`src/rtl/min_max_pkg.sv`:
```
// Shared types and saturating/clamping helpers for the min/max LED bar family.
// Helpers work on a wide carrier type; callers narrow the result to their own width.
package min_max_pkg;

    localparam int VAL_W_MAX = 16;

    typedef logic [VAL_W_MAX-1:0] val_wide_t;

    typedef enum logic [1:0] {
        COM_NORMAL  = 2'b00,
        COM_LINEAR  = 2'b01,
        COM_ALL_OFF = 2'b10,
        COM_ALL_ON  = 2'b11
    } com_t;

    typedef enum logic [1:0] {
        MANUAL     = 2'd0,
        SWEEP_UP   = 2'd1,
        SWEEP_DOWN = 2'd2
    } state_t;

    function automatic val_wide_t clamp(input val_wide_t v, input val_wide_t lo, input val_wide_t hi);
        if (v < lo) begin
            return lo;
        end else if (v > hi) begin
            return hi;
        end else begin
            return v;
        end
    endfunction

    // Step up by one unless already at (or above) the ceiling.
    function automatic val_wide_t sat_inc(input val_wide_t v, input val_wide_t top);
        if (v < top) begin
            return v + 16'd1;
        end else begin
            return v;
        end
    endfunction

    function automatic val_wide_t sat_dec(input val_wide_t v, input val_wide_t bottom);
        if (v > bottom) begin
            return v - 16'd1;
        end else begin
            return v;
        end
    endfunction

endpackage

```
`src/rtl/min_max_stim_ctrl_osc_gen.sv`:
```
// Free-running prescaler producing the blink square wave and a once-per-period tick.
module osc_gen #(
    parameter int OSC_DIV = 1000
) (
    input  logic clk_i,
    input  logic rst_i,
    output logic osc_o,
    output logic tick_o
);

    localparam int CNT_W = $clog2(OSC_DIV);
    localparam logic [CNT_W-1:0] CNT_LAST = CNT_W'(OSC_DIV - 1);

    logic [CNT_W-1:0] cnt_r;
    logic             wrap_s;

    assign wrap_s = (cnt_r == CNT_LAST);
    // Tick only on the wrap that ends the high half, so one pulse per full period.
    assign tick_o = wrap_s & osc_o;

    // Prescaler count and square-wave toggle.
    always_ff @(posedge clk_i or posedge rst_i) begin
        if (rst_i) begin
            cnt_r <= {CNT_W{1'b0}};
            osc_o <= 1'b0;
        end else if (wrap_s) begin
            cnt_r <= {CNT_W{1'b0}};
            osc_o <= ~osc_o;
        end else begin
            cnt_r <= cnt_r + {{(CNT_W-1){1'b0}}, 1'b1};
            osc_o <= osc_o;
        end
    end

endmodule

```
`src/rtl/min_max_stim_ctrl.sv`:
```
// Switch/button conditioner for min_max_top: registered com/min/max/value bus,
// manual inc/dec editing and an automatic bounce sweep paced by the blink period.
module min_max_stim_ctrl
    import min_max_pkg::*;
#(
    parameter int VALSIZE = 4,
    parameter int OSC_DIV = 1000
) (
    input  logic               clk_i,
    input  logic               rst_i,
    input  logic [1:0]         com_sw_i,
    input  logic [VALSIZE-1:0] min_sw_i,
    input  logic [VALSIZE-1:0] max_sw_i,
    input  logic [VALSIZE-1:0] val_sw_i,
    input  logic               load_i,
    input  logic               inc_i,
    input  logic               dec_i,
    input  logic               auto_i,
    output logic [1:0]         com_o,
    output logic [VALSIZE-1:0] min_o,
    output logic [VALSIZE-1:0] max_o,
    output logic [VALSIZE-1:0] val_o,
    output logic               osc_o,
    output logic               sweep_o
);

    typedef logic [VALSIZE-1:0] val_t;

    localparam val_t VAL_TOP  = {VALSIZE{1'b1}};
    localparam val_t VAL_ZERO = {VALSIZE{1'b0}};

    function automatic val_t clamp_v(input val_t v, input val_t lo, input val_t hi);
        return val_t'(clamp(val_wide_t'(v), val_wide_t'(lo), val_wide_t'(hi)));
    endfunction

    function automatic val_t inc_v(input val_t v, input val_t top);
        return val_t'(sat_inc(val_wide_t'(v), val_wide_t'(top)));
    endfunction

    function automatic val_t dec_v(input val_t v, input val_t bottom);
        return val_t'(sat_dec(val_wide_t'(v), val_wide_t'(bottom)));
    endfunction

    logic   tick_s;
    logic   load_q_r, inc_q_r, dec_q_r;
    logic   load_e_s, inc_e_s, dec_e_s;
    state_t state_r, state_s;
    logic [1:0] com_s;
    val_t   min_s, max_s, val_s;

    osc_gen #(.OSC_DIV(OSC_DIV)) u_osc_gen (
        .clk_i  (clk_i),
        .rst_i  (rst_i),
        .osc_o  (osc_o),
        .tick_o (tick_s)
    );

    assign load_e_s = load_i & ~load_q_r;
    assign inc_e_s  = inc_i & ~inc_q_r;
    assign dec_e_s  = dec_i & ~dec_q_r;

    // Next-state: load first, then the mode-specific update applied on top of it.
    always_comb begin
        state_s = state_r;
        com_s   = com_o;
        min_s   = min_o;
        max_s   = max_o;
        val_s   = val_o;
        if (load_e_s) begin
            com_s = com_sw_i;
            val_s = val_sw_i;
            if (min_sw_i <= max_sw_i) begin
                min_s = min_sw_i;
                max_s = max_sw_i;
            end else begin
                min_s = max_sw_i;
                max_s = min_sw_i;
            end
        end else begin
            com_s = com_o;
        end
        case (state_r)
            MANUAL: begin
                if (auto_i) begin
                    state_s = SWEEP_UP;
                    val_s   = clamp_v(val_s, min_s, max_s);
                end else if (load_e_s) begin
                    state_s = MANUAL;
                end else if (inc_e_s && !dec_e_s) begin
                    val_s = inc_v(val_o, VAL_TOP);
                end else if (dec_e_s && !inc_e_s) begin
                    val_s = dec_v(val_o, VAL_ZERO);
                end else begin
                    val_s = val_o;
                end
            end
            SWEEP_UP, SWEEP_DOWN: begin
                if (load_e_s) begin
                    val_s = clamp_v(val_s, min_s, max_s);
                end else begin
                    val_s = val_o;
                end
                // A load in the same cycle swallows the tick.
                if (!auto_i) begin
                    state_s = MANUAL;
                end else if (tick_s && !load_e_s) begin
                    if (state_r == SWEEP_UP) begin
                        if (val_o < max_o) begin
                            val_s = inc_v(val_o, max_o);
                        end else begin
                            state_s = SWEEP_DOWN;
                            val_s   = dec_v(val_o, min_o);
                        end
                    end else begin
                        if (val_o > min_o) begin
                            val_s = dec_v(val_o, min_o);
                        end else begin
                            state_s = SWEEP_UP;
                            val_s   = inc_v(val_o, max_o);
                        end
                    end
                end else begin
                    state_s = state_r;
                end
            end
            default: begin
                state_s = MANUAL;
            end
        endcase
    end

    // State, edge-detect history and the registered output bus.
    always_ff @(posedge clk_i or posedge rst_i) begin
        if (rst_i) begin
            state_r  <= MANUAL;
            load_q_r <= 1'b0;
            inc_q_r  <= 1'b0;
            dec_q_r  <= 1'b0;
            com_o    <= COM_NORMAL;
            min_o    <= VAL_ZERO;
            max_o    <= VAL_TOP;
            val_o    <= VAL_ZERO;
            sweep_o  <= 1'b0;
        end else begin
            state_r  <= state_s;
            load_q_r <= load_i;
            inc_q_r  <= inc_i;
            dec_q_r  <= dec_i;
            com_o    <= com_s;
            min_o    <= min_s;
            max_o    <= max_s;
            val_o    <= val_s;
            sweep_o  <= (state_s != MANUAL);
        end
    end

endmodule

```
`config.mk`:
```
export PLATFORM = sky130hd
export DESIGN_NAME = min_max_stim_ctrl
export DESIGN_NICKNAME = d
export VERILOG_FILES = /design/src/rtl/min_max_pkg.sv /design/src/rtl/min_max_stim_ctrl_osc_gen.sv /design/src/rtl/min_max_stim_ctrl.sv
export SDC_FILE = /design/constraint.sdc
export NUM_CORES = 1
export LEC_CHECK = 0
export CORE_MARGIN = 4
export CORE_UTILIZATION = 30
export CTS_CLUSTER_SIZE = 8
export DETAILED_ROUTE_END_ITERATION = 8
export SLEW_MARGIN = 10
export SYNTH_ARGS = -nofsm -noshare
export SYNTH_HDL_FRONTEND = slang
export SYNTH_SLANG_ARGS = --single-unit
```
`constraint.sdc`:
```
create_clock -name clk_i -period 4.13 [get_ports clk_i]
set_input_delay 0.826 -clock clk_i [delete_from_list [all_inputs] [get_ports clk_i]]
set_output_delay 0.826 -clock clk_i [all_outputs]
set_load 0.05 [all_outputs]
```
==> metrics.txt <==
grt total ovfl 0; TritonRoute pass-1 iters 4; Top FF cell, synth dfrtp_1; min cycle time layout 3.968 ns; Max Clock Skew 0.007913 ns; gr usage total 15.75%; MaxCap Viol Count 0; Slew Viols, Final 0; die area approximately 11000 µm²; most frequent cells in the layout 43 x buf_4, 30 x nand2_1, 28 x clkdlybuf4s50_1; layout cell share with drive strength beyond 1 22.47%; syn nets 376; clock-pin slew on the worst setup and hold paths 0.07 ns; Iteration-0 DRC Markers between 100 and 150; FMAX 252.0 MHz; Final #Nets 449; element type at the critical path start input port; register area share after synthesis between 20 and 30%; outcome finished clean; die extent in y around 100 µm; clock insertion delay at the later pin of the skew report 0.29 ns; cell row count 34; Layout area overhead 36.54%; slew margin rel. 30.26%; Post-Route WL 8210 µm; total design power 2028 µW; Initial Utilization 30.98%; residual DRC count 0; number of routed nets with antenna violations 0; period utilization 96.07%; die width 102.9 µm; mapped cell area 2701 µm²; cell area after layout roughly 3700 µm²; HPWL Detailed 6263 µm; power per cell area roughly 550 nW/µm²; CP endpoint kind flip-flop; CTS root buf clkbuf_8; largest net degree at the start of global routing 32; vias per cell 5.316; global-route wire length before repair 13000 µm; count of cell types in the netlist 62; H-Tree Depth 2; I/O Pins 36; Worst Max-Slew Pin Slew between 1 and 1.5 ns; synthesis warning total 0; DP Cell Count 502; multi-input logic area 1869 µm²; commonest non-fill, non-tap cell in the layout buf_4; maximum VDD drop 161.6 µV; via count 2727; diodes inserted 0; WL/cell 16.00 µm; area of the core 8721 µm²; initial antenna violation count 0; storage element area 780.7 µm²; HP Class reg -> reg; critical path type in -> reg; Async SR Flop Fraction 100.0%; IO buf count 35; Num CTS Buffers 5; number of global-route vias before repair 2622; Placed Area 3443 µm²; TritonCTS clock tree done; CTS max path bufs 2; # setup viols final 0; CP max FO 6; setup_tns 0 ns; Static Leak around 0.0016 µW; Post-Layout Cell Count 513; fillers 875; Post-synth EDFFs 0; Min Hold Slack around 0.47 ns; CTS Hold Bufs 0; clk sink count 31; syn avg cell area 8.161 µm²; cells after synthesis 331; final RePlAce weighted congestion 0.8513; Final Hold Fails 0; critical path arrival 4.13 ns; number of synthesized register bits 31; Worst Path Required 4.29 ns
-- worst max-delay path, stage by stage --
cell	delay, ns
clkdlybuf4s50_1	0.48
ha_1	0.24
nand4_1	0.14
o21a_1	0.18
nand2_2	0.11
buf_4	0.16
mux2i_1	0.12
o21ai_1	0.17
inv_1	0.10
ha_4	0.30
o211ai_1	0.09
maj3_2	0.34
a211oi_2	0.28
nor4_1	0.08
or4_1	0.51
-- per-stage QoR --
stage | setup WS [ns] | util (%)
after detailed placement | -0.3524 | 39.48
after global placement | -0.2496 | 39.48
after CTS | 0.001782 | 40.53
final | 0.1624 | 42.30
after global routing | -0.02066 | 42.30
after floorplan | 0.2251 | -
-- cell usage after synthesis, types with 3 or more instances --
cell type / number / area (µm²)
ha_1: 25 / 312.8
nand2_1: 32 / 120.1
xor2_1: 6 / 52.55
a21oi_1: 19 / 95.09
o21ai_1: 4 / 20.02
nor2_1: 23 / 86.33
nor2b_1: 6 / 37.54
nand3_1: 11 / 55.05
a31oi_1: 7 / 43.79
nand4_1: 6 / 37.54
nand2b_1: 4 / 25.02
clkbuf_1: 10 / 37.54
o21a_1: 4 / 30.03
dfrtp_1: 27 / 675.7
o22ai_1: 4 / 25.02
inv_1: 28 / 105.1
a21o_1: 4 / 30.03
and2_1: 4 / 25.02
or3_1: 4 / 25.02
nor4_1: 4 / 25.02
mux2i_1: 4 / 40.04
o21ai_0: 21 / 105.1
a211oi_1: 3 / 22.52
dfstp_2: 4 / 105.1
o211a_1: 3 / 30.03
xnor2_1: 6 / 52.55
nor3_1: 12 / 60.06
-- power breakdown --
part,internal [µW],switching [µW]
clock network,117,127
logic,583,752
registers,356,92.3
-- routing by layer --
metal / vias up / track usage [%] / share of wire, %
li1: 1348 / - / -
met1: 1282 / 19.77 / 43
met2: 84 / 27.13 / 49
met3: 13 / 3.112 / 6.3
met4: 0 / 4.980 / 1.8
met5: - / 0 / 0
-- flip-flops by register name (all words and copies together), names as in the netlist, 2 cells and up --
| signal | count |
|---|---|
| u_osc_gen.cnt_r | 10 |
| max_o | 4 |
| com_o | 2 |
| val_o | 4 |
| state_r | 2 |
| min_o | 4 |
-- timing repair --
action,CTS,global route
buffers inserted,0,3
gates cloned,0,0
setup endpoints to repair,1,4
pin swaps,0,14
resized for setup,1,34
-- final cells by class --
class	count	area share, %
Sequential cell	31	21.17
Tap cell	108	3.664
Inverter	30	3.053
Clock buffer	5	1.866
Multi-Input combinational cell	257	50.68
Clock inverter	3	0.5427
Timing Repair Buffer	79	19.03
-- kinds of logic after synthesis --
kind of cell	Yosys count	share of synthesized area (%)
compound gates	94	23.95
xor+xnor	12	3.891
fa+ha+maj	27	12.41
buf+inv	43	6.068
flops	31	28.90
mux	5	1.899
simple gates	119	22.88
-- final timing paths --
check	from	cells past startpoint	end	slack, ns
min reg2reg	u_osc_gen.cnt_r[0]$_DFF_PP0_	1	u_osc_gen.cnt_r[0]$_DFF_PP0_	0.47
max in group asynchronous	rst_i	3	max_o[0]$_DFF_PP1_	2.88
max reg2reg	val_o[3]$_DFFE_PP0P_	11	val_o[0]$_DFFE_PP0P_	0.74
min in group asynchronous	rst_i	3	val_o[2]$_DFFE_PP0P_	0.92
min	u_osc_gen.cnt_r[0]$_DFF_PP0_	1	u_osc_gen.cnt_r[0]$_DFF_PP0_	0.47
max	max_sw_i[0]	15	val_o[0]$_DFFE_PP0P_	0.16
Note: power is estimated with default switching activity, not from simulation.
